--- src/rtl/comb_pwm_display.sv ---
// comb_pwm_display: switch-driven 8-bit PWM plus one common-anode hex digit.
// The operand is captured once (ocho_q); the PWM duty reloads only at period
// boundaries while the digit and dot follow ocho_q every clock.
module comb_pwm_display #(
  parameter int PRESCALE = 1
) (
  input  logic       sys_clk_pin,
  input  logic       rst_n,
  input  logic [7:0] Ocho,
  output logic       a,
  output logic       b,
  output logic       c,
  output logic       d,
  output logic       e,
  output logic       f,
  output logic       g,
  output logic       h,
  output logic       pwm
);

  // Prescaler needs at least one bit even when PRESCALE is 1.
  localparam int PW = (PRESCALE > 1) ? $clog2(PRESCALE) : 1;
  localparam logic [PW-1:0] PMAX = PW'(PRESCALE - 1);

  logic [7:0]    ocho_q;
  logic [PW-1:0] presc;
  logic [7:0]    cnt;
  logic [7:0]    duty;
  logic          tick;
  logic [6:0]    seg_nxt;

  // Active-low hex pattern, bit order {a,b,c,d,e,f,g}.
  function automatic logic [6:0] hex7(input logic [3:0] nib);
    case (nib)
      4'h0: hex7 = 7'b0000001;
      4'h1: hex7 = 7'b1001111;
      4'h2: hex7 = 7'b0010010;
      4'h3: hex7 = 7'b0000110;
      4'h4: hex7 = 7'b1001100;
      4'h5: hex7 = 7'b0100100;
      4'h6: hex7 = 7'b0100000;
      4'h7: hex7 = 7'b0001111;
      4'h8: hex7 = 7'b0000000;
      4'h9: hex7 = 7'b0000100;
      4'hA: hex7 = 7'b0001000;
      4'hB: hex7 = 7'b1100000;
      4'hC: hex7 = 7'b0110001;
      4'hD: hex7 = 7'b1000010;
      4'hE: hex7 = 7'b0110000;
      default: hex7 = 7'b0111000;
    endcase
  endfunction

  assign tick    = (presc == PMAX);
  assign seg_nxt = hex7(ocho_q[7:4]);

  // Single capture point for the asynchronous switches.
  always_ff @(posedge sys_clk_pin) begin
    if (!rst_n) ocho_q <= '0;
    else        ocho_q <= Ocho;
  end

  // Prescaler, PWM counter and period-boundary duty reload.
  always_ff @(posedge sys_clk_pin) begin
    if (!rst_n) begin
      presc <= '0;
      cnt   <= '0;
      duty  <= '0;
    end else begin
      presc <= tick ? '0 : presc + PW'(1);
      if (tick) begin
        cnt <= cnt + 8'd1;
        if (cnt == 8'hFF) duty <= ocho_q;
      end
    end
  end

  // Registered compare; pwm lags cnt by one clock.
  always_ff @(posedge sys_clk_pin) begin
    if (!rst_n) pwm <= 1'b0;
    else        pwm <= (cnt < duty);
  end

  // Digit and dot track ocho_q directly, independent of the PWM period.
  always_ff @(posedge sys_clk_pin) begin
    if (!rst_n) {a, b, c, d, e, f, g, h} <= 8'hFF;
    else        {a, b, c, d, e, f, g, h} <= {seg_nxt, ~ocho_q[3]};
  end

endmodule

--- config.mk ---
export PLATFORM = sky130hd
export DESIGN_NAME = comb_pwm_display
export DESIGN_NICKNAME = d
export VERILOG_FILES = /design/src/rtl/comb_pwm_display.sv
export SDC_FILE = /design/constraint.sdc
export NUM_CORES = 1
export LEC_CHECK = 0
export BUFFER_PORTS_ARGS = -buffer_cell sky130_fd_sc_hd__buf_2
export CORE_UTILIZATION = 52
export DETAILED_ROUTE_END_ITERATION = 8
export PLACE_DENSITY = 0.83
export SETUP_SLACK_MARGIN = 0.15
export SYNTH_ARGS = -nofsm -noshare
export SYNTH_HDL_FRONTEND = slang
export SYNTH_SLANG_ARGS = --single-unit
--- constraint.sdc ---
create_clock -name sys_clk_pin -period 2.4 [get_ports sys_clk_pin]
set_clock_uncertainty 0.05 [all_clocks]
set_input_delay 0.24 -clock sys_clk_pin [delete_from_list [all_inputs] [get_ports sys_clk_pin]]
set_output_delay 0.24 -clock sys_clk_pin [all_outputs]
set_load 0.005 [all_outputs]
==> impl_metrics.csv <==
group,metric,value,unit
outcome,outcome,"finished, final reports clean",
setup_path,r2r_cells,4,
synth,synthTopCellsByArea,"dfxtp_1 44%, ha_1 11%, mux2i_1 5.9%",
global_route,antenna_found_initial,0,
sta,tns,0,ns
global_route,gr-total-overflow,0,
power,combPwrFrac,6.6,%
power,p_sw_share,21.9,%
layout,diodes,0,
layout,nets,204,
setup_path,r2r-start,"cnt[3]",
layout,fin_cells,212,
synth,synth_most_common_cell,"dfxtp_1",
synth,ys_seq_area_share,44.4,%
worst_hold_path,hp-start,"Ocho[5]",
setup_path,cp.required,2.59,ns
worst_hold_path,worstHoldPathCells,2,
power,ir_worst_vdd,0.000545,V
setup_path,r2r_slack,0.75,ns
drt,post_drt_wl_per_cell,12.6,microns
floorplan,die_y,56.3,microns
setup_path,rr_endpoint,"pwm",
synth,async_reset_ff_share,0,%
layout,drive_gt1_share,17.7,%
sta,timing.final.ws_setup,0.745,ns
setup_path,cp-end-kind,"flip-flop",
drt,num_vias,1139,
clock_tree,clk_latency,0.35,ns
clock_tree,clockBufferDepth,2,
run,drv_cap,0,
clock_tree,cts-buffers-inserted,5,
layout,fin_area,1750,sq um
sta,min_period,1.65,ns
placed_design,gp_congestion,0.854,
power,power,0.00122,W
sta,fmax,604,MHz
sta,setup_viol,0,
floorplan,core_area,2780,sq um
clock_tree,root_buffer,"clkbuf_4",
power,p_leak,0.727,nW
clock_tree,cts_hold_buf,0,
synth,ys_ff_latch,34,
setup_path,path_max_fanout,4,
synth,ys.flop_type,"dfxtp_1",
power,seq_power_share,49.8,%
setup_path,crit_type,"reg -> reg",
clock_tree,htree_levels,2,
drt,drc_errors,0,
setup_path,cp.arrival,1.84,ns
worst_hold_path,min_to,"ocho_q[5]",
clock_tree,post_cts_buffers,0,
synth,synth_top_area_share,44.4,%
synth,synthesis.area,1530,sq um
setup_path,crit_slowest_cell,"dfxtp_1",
synth,yosysTopAreaCell,"dfxtp_1",
synth,netlist_instances,161,
placed_design,post-place-ws,0.746,ns
setup_path,cpPeakStageDelay,0.45,ns
synth,syn_area_per_cell,9.51,sq um
worst_hold_path,min_path_type,"in -> reg",
floorplan,die-area,3170,sq um
sta,grt_setup_unrepaired,"false",
global_route,grt_max_degree,30,
drt,routed_wl,2680,microns
clock_tree,cts.sinks,34,
placed_design,port_buffers,18,
layout,syn_to_final_growth,14.1,%
power,p_int,0.000953,W
global_route,grt_pass1_vias,1082,
setup_path,startpoint_type,"flip-flop",
power,power_frac_clock,43.6,%
drt,drt_iter0_markers,20,
clock_tree,ctsResizeCount,0,
layout,fill_cells,219,
floorplan,num_io_pins,19,
floorplan,core.rowCount,19,
synth,ys_types,30,
synth,ys.warnings.count,0,
synth,synth_fp_nets,185,
drt,drt-vias-per-instance,5.37,
synth,synth-edff-count,0,
sta,hold_violations,0,
placed_design,hpwlAfterDp,1990,microns
clock_tree,clk_pin_slew,0.11,ns
power,p_sw,0.000267,W
synth,synth_common_cells,"34 x dfxtp_1, 22 x nand2_1, 14 x ha_1",
drt,ant_nets,0,
placed_design,place_inst,204,
global_route,grt.total_usage,18.6,%
sta,period_share,68.9,%
global_route,grt_pass1_wl,4510,microns
floorplan,die_w,56.3,microns
floorplan,initial_utilization,55.1,%
power,power_density,698,nW/um^2
sta,maxSlewViolCount,0,
drt,firstDrtPassIters,4,
placed_design,place_area,1640,sq um
setup_path,path_cells,"ha_1 > a211oi_1 > o21ai_0 > a2111oi_0",
clock_tree,cts_tree,"done",
-- registers in the layout, summed over array words and instances, names as in the netlist --
register  cells
b             1
duty          8
g             1
presc         1
ocho_q        8
a             1
c             1
h             1
f             1
e             1
d             1
pwm           1
cnt           8
-- cells in the final DEF (no fill, tap or decap), types with 7 or more instances in the layout --
cell,instances
buf_2,18
dfxtp_1,34
mux2i_1,9
o211ai_1,7
a21oi_1,7
ha_1,14
and2_1,8
nor2_1,8
nand2_1,22
inv_1,12
-- power by group through the flow --
stage                     clock, W  sequential, W  combinational [W]
after floorplan                  0       0.000614          0.0000555
after global placement           0       0.000618          0.0000775
after detailed placement         0       0.000620          0.0000815
after CTS                 0.000537       0.000608          0.0000817
after global routing      0.000559       0.000610          0.0000905
final                     0.000532       0.000608          0.0000803
-- worst max-delay path by stage --
| stage | startpoint | end | slack [ns] |
|---|---|---|---|
| finish | cnt[3] | pwm | 0.75 |
| global route | cnt[0] | duty[7] | 0.66 |
| CTS | cnt[3] | pwm | 0.75 |
| detailed placement | cnt[3] | pwm | 0.75 |
| global placement | cnt[3] | pwm | 0.87 |
| floorplan | cnt[3] | pwm | 0.94 |
-- critical path, delay by kind of cell (launching register included) --
family,cells,cell delay (ns)
adders and majority gates,1,0.28
AOI/OAI and AO/OA,3,0.75
DFF,1,0.45
-- cells by family after synthesis --
family | count (synthesis) | synth area share (%)
AND/OR/NAND/NOR | 52 | 18.6
flip-flops | 34 | 44.4
AO/OA/AOI/OAI | 27 | 11.7
buffers and inverters | 19 | 4.66
adder cells (fa/ha/maj) | 14 | 11.4
multiplexers | 10 | 6.62
XOR/XNOR | 4 | 2.29
other | 1 | 0.245
-- metrics by stage --
| step | hold WS (ns) | util, % |
|---|---|---|
| 3_3_place_gp | 0.326 | 59.0 |
| 6_report | 0.0413 | 62.8 |
| 2_1_floorplan | 0.313 | - |
| 5_1_grt | 0.0320 | 62.8 |
| 4_1_cts | 0.0387 | 62.8 |
| 3_5_place_dp | 0.328 | 59.0 |
-- routing by layer --
metal	GRT usage, %	up-vias	share of wire [%]
met3	6.91	7	4.0
met2	32.3	22	51
met5	0	-	0
li1	-	583	-
met1	20.5	527	44
met4	7.32	0	1.5
-- cell type report --
class	count	area [sq um]	share of cell area, %
Clock inverter	3	68.8	3.94
Sequential cell	34	681	38.9
Inverter	12	45.0	2.58
Clock buffer	5	37.5	2.15
Timing Repair Buffer	19	97.6	5.58
Multi-Input combinational cell	108	779	44.6
Tap cell	31	38.8	2.22
Note: power is estimated with default switching activity, not from simulation.
